File: config.mk
export PLATFORM = sky130hd
export DESIGN_NAME = imem_load_ctrl_flat
export DESIGN_NICKNAME = d
export VERILOG_FILES = /design/src/rtl/imem_load_ctrl_if.sv /design/src/rtl/imem_load_ctrl.sv /design/src/flat_wrapper.sv
export SDC_FILE = /design/constraint.sdc
export NUM_CORES = 1
export LEC_CHECK = 0
export CORE_MARGIN = 8
export CORE_UTILIZATION = 42
export DETAILED_ROUTE_END_ITERATION = 8
export PLACE_DENSITY = 0.86
export SETUP_SLACK_MARGIN = 0.05
export SYNTH_ARGS = -nofsm -noshare
export SYNTH_HDL_FRONTEND = slang
export SYNTH_SLANG_ARGS = --single-unit
File: constraint.sdc
create_clock -name clk -period 3.1 [get_ports clk]
set_clock_uncertainty 0.05 [all_clocks]
set_input_delay 0.62 -clock clk [delete_from_list [all_inputs] [get_ports clk]]
set_output_delay 0.62 -clock clk [all_outputs]
set_load 0.01 [all_outputs]
File: src/rtl/imem_load_ctrl_if.sv
// Bus bundle between the instruction-memory load controller and its surroundings:
// the loader command/stream, the core fetch PC, the memory write port and status.
interface imem_load_ctrl_if #(
   parameter int DEPTH = 32,
   parameter int LEN_W = $clog2(DEPTH) + 1
);
   logic             load_req;
   logic [LEN_W-1:0] load_len;
   logic             s_valid;
   logic [31:0]      s_data;
   logic             s_ready;
   logic [31:0]      fetch_pc;
   logic [31:0]      imem_addr;
   logic             imem_we;
   logic [31:0]      imem_wdata;
   logic             core_stall;
   logic             busy;
   logic             done;
   logic             err;

   modport slave (
      input  load_req, load_len, s_valid, s_data, fetch_pc,
      output s_ready, imem_addr, imem_we, imem_wdata, core_stall, busy, done, err
   );

   modport master (
      output load_req, load_len, s_valid, s_data, fetch_pc,
      input  s_ready, imem_addr, imem_we, imem_wdata, core_stall, busy, done, err
   );
endinterface

File: src/rtl/imem_load_ctrl.sv
// Boot-time program loader: streams words into instruction memory while the core
// is stalled, then hands the memory address port over to the fetch PC.
module imem_load_ctrl #(
   parameter int DEPTH = 32,
   parameter int LEN_W = $clog2(DEPTH) + 1
) (
   input  logic            clk,
   input  logic            rst,
   imem_load_ctrl_if.slave bus
);

   typedef enum logic [1:0] {
      S_IDLE  = 2'd0,
      S_LOAD  = 2'd1,
      S_FLUSH = 2'd2,
      S_RUN   = 2'd3
   } state_t;

   state_t           r_state;
   state_t           w_next;

   logic [LEN_W-1:0] r_cnt;
   logic [LEN_W-1:0] r_len;
   logic [LEN_W-2:0] r_widx;
   logic             r_we;
   logic [31:0]      r_wdata;
   logic             r_done;
   logic             r_err;

   logic             w_len_ok;
   logic             w_last;
   logic             w_hs;
   logic             w_start;
   logic             w_bad;

   assign w_len_ok = (bus.load_len != '0) && (bus.load_len <= LEN_W'(DEPTH));
   assign w_last   = (r_cnt == (r_len - LEN_W'(1)));

   always_ff @(posedge clk or posedge rst) begin
      if (rst) begin
         r_state <= S_IDLE;
      end else begin
         r_state <= w_next;
      end
   end

   // Load commands are honoured only from IDLE or RUN; LOAD/FLUSH ignore them silently.
   always_comb begin
      w_next  = r_state;
      w_hs    = 1'b0;
      w_start = 1'b0;
      w_bad   = 1'b0;
      case (r_state)
         S_IDLE, S_RUN: begin
            if (bus.load_req) begin
               if (w_len_ok) begin
                  w_start = 1'b1;
                  w_next  = S_LOAD;
               end else begin
                  w_bad = 1'b1;
               end
            end
         end
         S_LOAD: begin
            w_hs = bus.s_valid;
            if (w_hs && w_last) begin
               w_next = S_FLUSH;
            end
         end
         S_FLUSH: begin
            w_next = S_RUN;
         end
         default: begin
            w_next = S_IDLE;
         end
      endcase
   end

   always_ff @(posedge clk or posedge rst) begin
      if (rst) begin
         r_cnt   <= '0;
         r_len   <= '0;
         r_widx  <= '0;
         r_we    <= 1'b0;
         r_wdata <= '0;
         r_done  <= 1'b0;
         r_err   <= 1'b0;
      end else begin
         r_we   <= w_hs;
         r_done <= (r_state == S_FLUSH);
         r_err  <= w_bad;
         if (w_start) begin
            r_cnt  <= '0;
            r_len  <= bus.load_len;
            r_widx <= '0;
         end
         // Write is registered: the word accepted this cycle is written next cycle.
         if (w_hs) begin
            r_cnt   <= r_cnt + LEN_W'(1);
            r_widx  <= r_cnt[LEN_W-2:0];
            r_wdata <= bus.s_data;
         end
      end
   end

   always_comb begin
      bus.imem_addr = '0;
      case (r_state)
         S_LOAD, S_FLUSH: bus.imem_addr = {{(32-LEN_W-1){1'b0}}, r_widx, 2'b00};
         S_RUN:           bus.imem_addr = bus.fetch_pc;
         default:         bus.imem_addr = '0;
      endcase
   end

   assign bus.s_ready    = (r_state == S_LOAD);
   assign bus.core_stall = (r_state != S_RUN);
   assign bus.busy       = (r_state == S_LOAD) || (r_state == S_FLUSH);
   assign bus.imem_we    = r_we;
   assign bus.imem_wdata = r_wdata;
   assign bus.done       = r_done;
   assign bus.err        = r_err;

endmodule

File: src/flat_wrapper.sv
// flat-port wrapper written by rule: the top's interface ports become plain ports
module imem_load_ctrl_flat 
#(
   parameter int DEPTH = 32,
   parameter int LEN_W = $clog2(DEPTH) + 1
)
  (clk, rst, bus_load_req, bus_load_len, bus_s_valid, bus_s_data, bus_fetch_pc, bus_s_ready, bus_imem_addr, bus_imem_we, bus_imem_wdata, bus_core_stall, bus_busy, bus_done, bus_err);
  imem_load_ctrl_if #(.DEPTH(DEPTH), .LEN_W(LEN_W)) bus_i ();
  input  logic clk;
  input  logic rst;
  input wire logic [$bits(bus_i.load_req)-1:0] bus_load_req;
  input wire logic [$bits(bus_i.load_len)-1:0] bus_load_len;
  input wire logic [$bits(bus_i.s_valid)-1:0] bus_s_valid;
  input wire logic [$bits(bus_i.s_data)-1:0] bus_s_data;
  input wire logic [$bits(bus_i.fetch_pc)-1:0] bus_fetch_pc;
  output wire logic [$bits(bus_i.s_ready)-1:0] bus_s_ready;
  output wire logic [$bits(bus_i.imem_addr)-1:0] bus_imem_addr;
  output wire logic [$bits(bus_i.imem_we)-1:0] bus_imem_we;
  output wire logic [$bits(bus_i.imem_wdata)-1:0] bus_imem_wdata;
  output wire logic [$bits(bus_i.core_stall)-1:0] bus_core_stall;
  output wire logic [$bits(bus_i.busy)-1:0] bus_busy;
  output wire logic [$bits(bus_i.done)-1:0] bus_done;
  output wire logic [$bits(bus_i.err)-1:0] bus_err;
  assign bus_i.load_req = bus_load_req;
  assign bus_i.load_len = bus_load_len;
  assign bus_i.s_valid = bus_s_valid;
  assign bus_i.s_data = bus_s_data;
  assign bus_i.fetch_pc = bus_fetch_pc;
  assign bus_s_ready = bus_i.s_ready;
  assign bus_imem_addr = bus_i.imem_addr;
  assign bus_imem_we = bus_i.imem_we;
  assign bus_imem_wdata = bus_i.imem_wdata;
  assign bus_core_stall = bus_i.core_stall;
  assign bus_busy = bus_i.busy;
  assign bus_done = bus_i.done;
  assign bus_err = bus_i.err;
  imem_load_ctrl #(.DEPTH(DEPTH), .LEN_W(LEN_W)) u_core (.clk(clk), .rst(rst), .bus(bus_i));
endmodule
==> results of run 1 <==
-- cell type report --
| class | count | share of cell area |
|---|---|---|
| Clock inverter | 2 | 0.00325 |
| Tap cell | 77 | 0.0228 |
| Sequential cell | 54 | 0.319 |
| Inverter | 9 | 0.00798 |
| Timing Repair Buffer | 148 | 0.347 |
| Clock buffer | 5 | 0.0163 |
| Multi-Input combinational cell | 207 | 0.283 |
-- synth_stat cells, types with 5 or more instances --
master    count  area, µm²
nor2_1        8       30.0
mux2_4        6       90.1
inv_1         8       30.0
and2_1       27        169
a22o_1        6       52.6
nand2_1     100        375
xor2_1        5       43.8
o21ai_0       5       25.0
a22oi_1       5       37.5
ha_1          7       87.6
dfrtp_1      54       1350
clkbuf_1     12       45.0
-- worst paths after layout --
| check | from | endpoint | depth (start not counted) |
|---|---|---|---|
| hold reg to reg | u_core.bus.imem_wdata[21] | u_core.bus.imem_wdata[21] | 2 |
| max in group asynchronous | rst | u_core.bus.imem_wdata[23] | 3 |
| min in group asynchronous | rst | u_core.r_len[4] | 2 |
| hold / removal | u_core.bus.imem_wdata[21] | u_core.bus.imem_wdata[21] | 2 |
| setup / recovery | u_core.r_state[1] | bus_imem_addr[2] | 5 |
| setup reg to reg | u_core.r_state[1] | u_core.r_cnt[5] | 6 |
-- flip-flops by register name, summed over array words and instances, names as in the netlist --
name                   flops
u_core.bus.err             1
u_core.bus.imem_we         1
u_core.r_len               6
u_core.r_state             2
u_core.r_widx              5
u_core.bus.imem_wdata     32
u_core.bus.done            1
u_core.r_cnt               6
-- power by group --
| part | switching [mW] | internal, mW |
|---|---|---|
| logic | 0.869 | 1.07 |
| clock network | 0.223 | 0.156 |
| registers | 0.212 | 0.984 |
-- logic make-up (layout without fill, tap and decap cells) --
logic type                 after synthesis  count (layout)  share of synthesized area
AOI/OAI and AO/OA                       33              33                     0.0910
xor gates and xnor gates                 7               7                     0.0232
adders and majority gates                7               7                     0.0332
buffers and inverters                   23             164                     0.0346
DFF                                     54              54                      0.512
muxes                                    7               7                     0.0379
and+or+nand+nor                        153             153                      0.269
-- through the flow --
step                total power, mW  setup WS (ns)  hold WS (ns)  instance area [µm²]  instances
global placement               3.11          0.319         0.406                 4150        495
floorplan                      2.13          0.935         0.416                 2640        284
global route                   3.78         0.0840         0.455                 4230        502
finish                         3.51          0.233         0.432                 4230        502
detailed placement             3.18          0.251         0.412                 4150        495
CTS                            3.56          0.203         0.435                 4230        502
-- layout by cell type, fill, tap and decap left out, types with 2 or more instances in the layout --
master / n
o21ai_0: 5
and3_1: 2
a21oi_1: 2
nand2b_1: 2
xnor2_1: 2
nand4_1: 2
buf_4: 5
mux2_4: 6
a22o_1: 6
a22oi_1: 5
inv_1: 7
clkdlybuf4s50_1: 143
o21ai_1: 3
o211ai_1: 3
clkbuf_8: 5
ha_1: 7
dfrtp_1: 54
nor2_1: 8
a31oi_1: 3
and2_1: 27
xor2_1: 5
nand2_1: 100
nor2_2: 2
-- worst max-delay path: cells and delay by family, from the launching register on --
kind / cells / cell delay, ns
compound gates: 1 / 0.17
fa+ha+maj: 1 / 0.53
buf+inv: 2 / 0.65
flops: 1 / 0.42
simple gates: 1 / 0.12
-- per-layer routing --
layer  GRT usage  routed length (µm)
met4      0.0364                  45
met5           0                   0
met2       0.308                3980
met1       0.187                3110
met3      0.0661                 912
==> impl_metrics.tcl, run 1 <==
set metrics [dict create \
    outcome "completed" \
    nNetsFinal 506 \
    path_class "reg -> out" \
    antennaDiodeCount 0 \
    timing.fmax_mhz 349 \
    htreeDepth 2 \
    seq_area_frac_synth 0.512 \
    synth_area_mm2 0.00264 \
    start_kind "register" \
    worstSetupEndpointType "output pin" \
    final-hold-violation-count 0 \
    viasPerCell 4.91 \
    syn_to_final_growth_pct 60.2 \
    syn_area_per_cell_um2 9.30 \
    initial_core_util 0.426 \
    synth_edf_count 0 \
    critPathSlowestCell "clkdlybuf4s50_1" \
    tightestPinTransition_ns 0.563 \
    grt_max_degree 43 \
    netlist_instances 284 \
    r2r_setup_slack_ns 1.05 \
    dpl.hpwl_um 6490 \
    n_fill_cell 498 \
    max_slew_margin 0.624 \
    grt_usage 0.172 \
    dr.pass1.iters 4 \
    ys_async_sr_fraction 1.00 \
    grt_pass1_vias 2508 \
    rows 29 \
    drv_cap 0 \
    postCtsSetupBuffers 0 \
    cts_hold_buf 0 \
    first_iter_violations 143 \
    ys_warn_count 0 \
    ir_worst_vdd_uv 442 \
    cpPeakStageDelay_ns 0.55 \
    syn_nets 365 \
    gp_congestion 0.826 \
    routed_wl_um 8040 \
    die_h_um 95.3 \
    cp.required_ns 2.43 \
    io_buffers 143 \
    rsz0062_at_grt "no" \
    cts_buffers 5 \
    synth-seq-cells 54 \
    period_needed_ns 2.87 \
    drive_gt1_frac 0.0659 \
    maxSlewViolCount 0 \
    setup_viol 0 \
    overflow 0 \
    cts_root_buf "clkbuf_8" \
    io_pins 144 \
    path_cells "inv_1 -> ha_1 -> a22oi_1 -> nor2_1 -> clkdlybuf4s50_1" \
    min_path_type "reg -> reg" \
    grt_pass1_wl_um 12300 \
    die_area_mm2 0.00908 \
    ff_latch_area_mm2 0.00135 \
    multiInputGateArea_mm2 0.00120 \
    route.detailed.drc 0 \
    cts_sinks 54 \
    arrival_ns 2.20 \
    vias 2467 \
    cts_tree "built" \
    grt_antenna_before_repair 0 \
    routedWlPerCell_um 16.0 \
    cp_max_fo 9 \
    core-area_mm2 0.00620 \
    clk_latency_ns 0.31 \
    cts_buffer_depth 2 \
    cts_resized 0 \
    power.density_mw_per_mm2 830 \
    fin_crit_sh 0.925 \
    p_leak_nw 1.95 \
    tns_ns 0 \
    clk_pin_slew_ns 0.10 \
    synth_cell_types 41 \
    synth_flop_cell "dfrtp_1" \
    final_core_util 0.682 \
    ant_nets 0 \
    die_w_um 95.3 \
]
Note: power is estimated with default switching activity, not from simulation.
==> run 2: changes to the inputs <==
--- a/config.mk
+++ b/config.mk
@@ -10,6 +10,8 @@
 export DETAILED_ROUTE_END_ITERATION = 8
 export PLACE_DENSITY = 0.86
 export SETUP_SLACK_MARGIN = 0.05
+export SKIP_CTS_REPAIR_TIMING = 1
+export SKIP_LAST_GASP = 1
 export SYNTH_ARGS = -nofsm -noshare
 export SYNTH_HDL_FRONTEND = slang
 export SYNTH_SLANG_ARGS = --single-unit
==> results of run 2 <==
No change in the layout: final DEF, timing and power equal those of run 1.
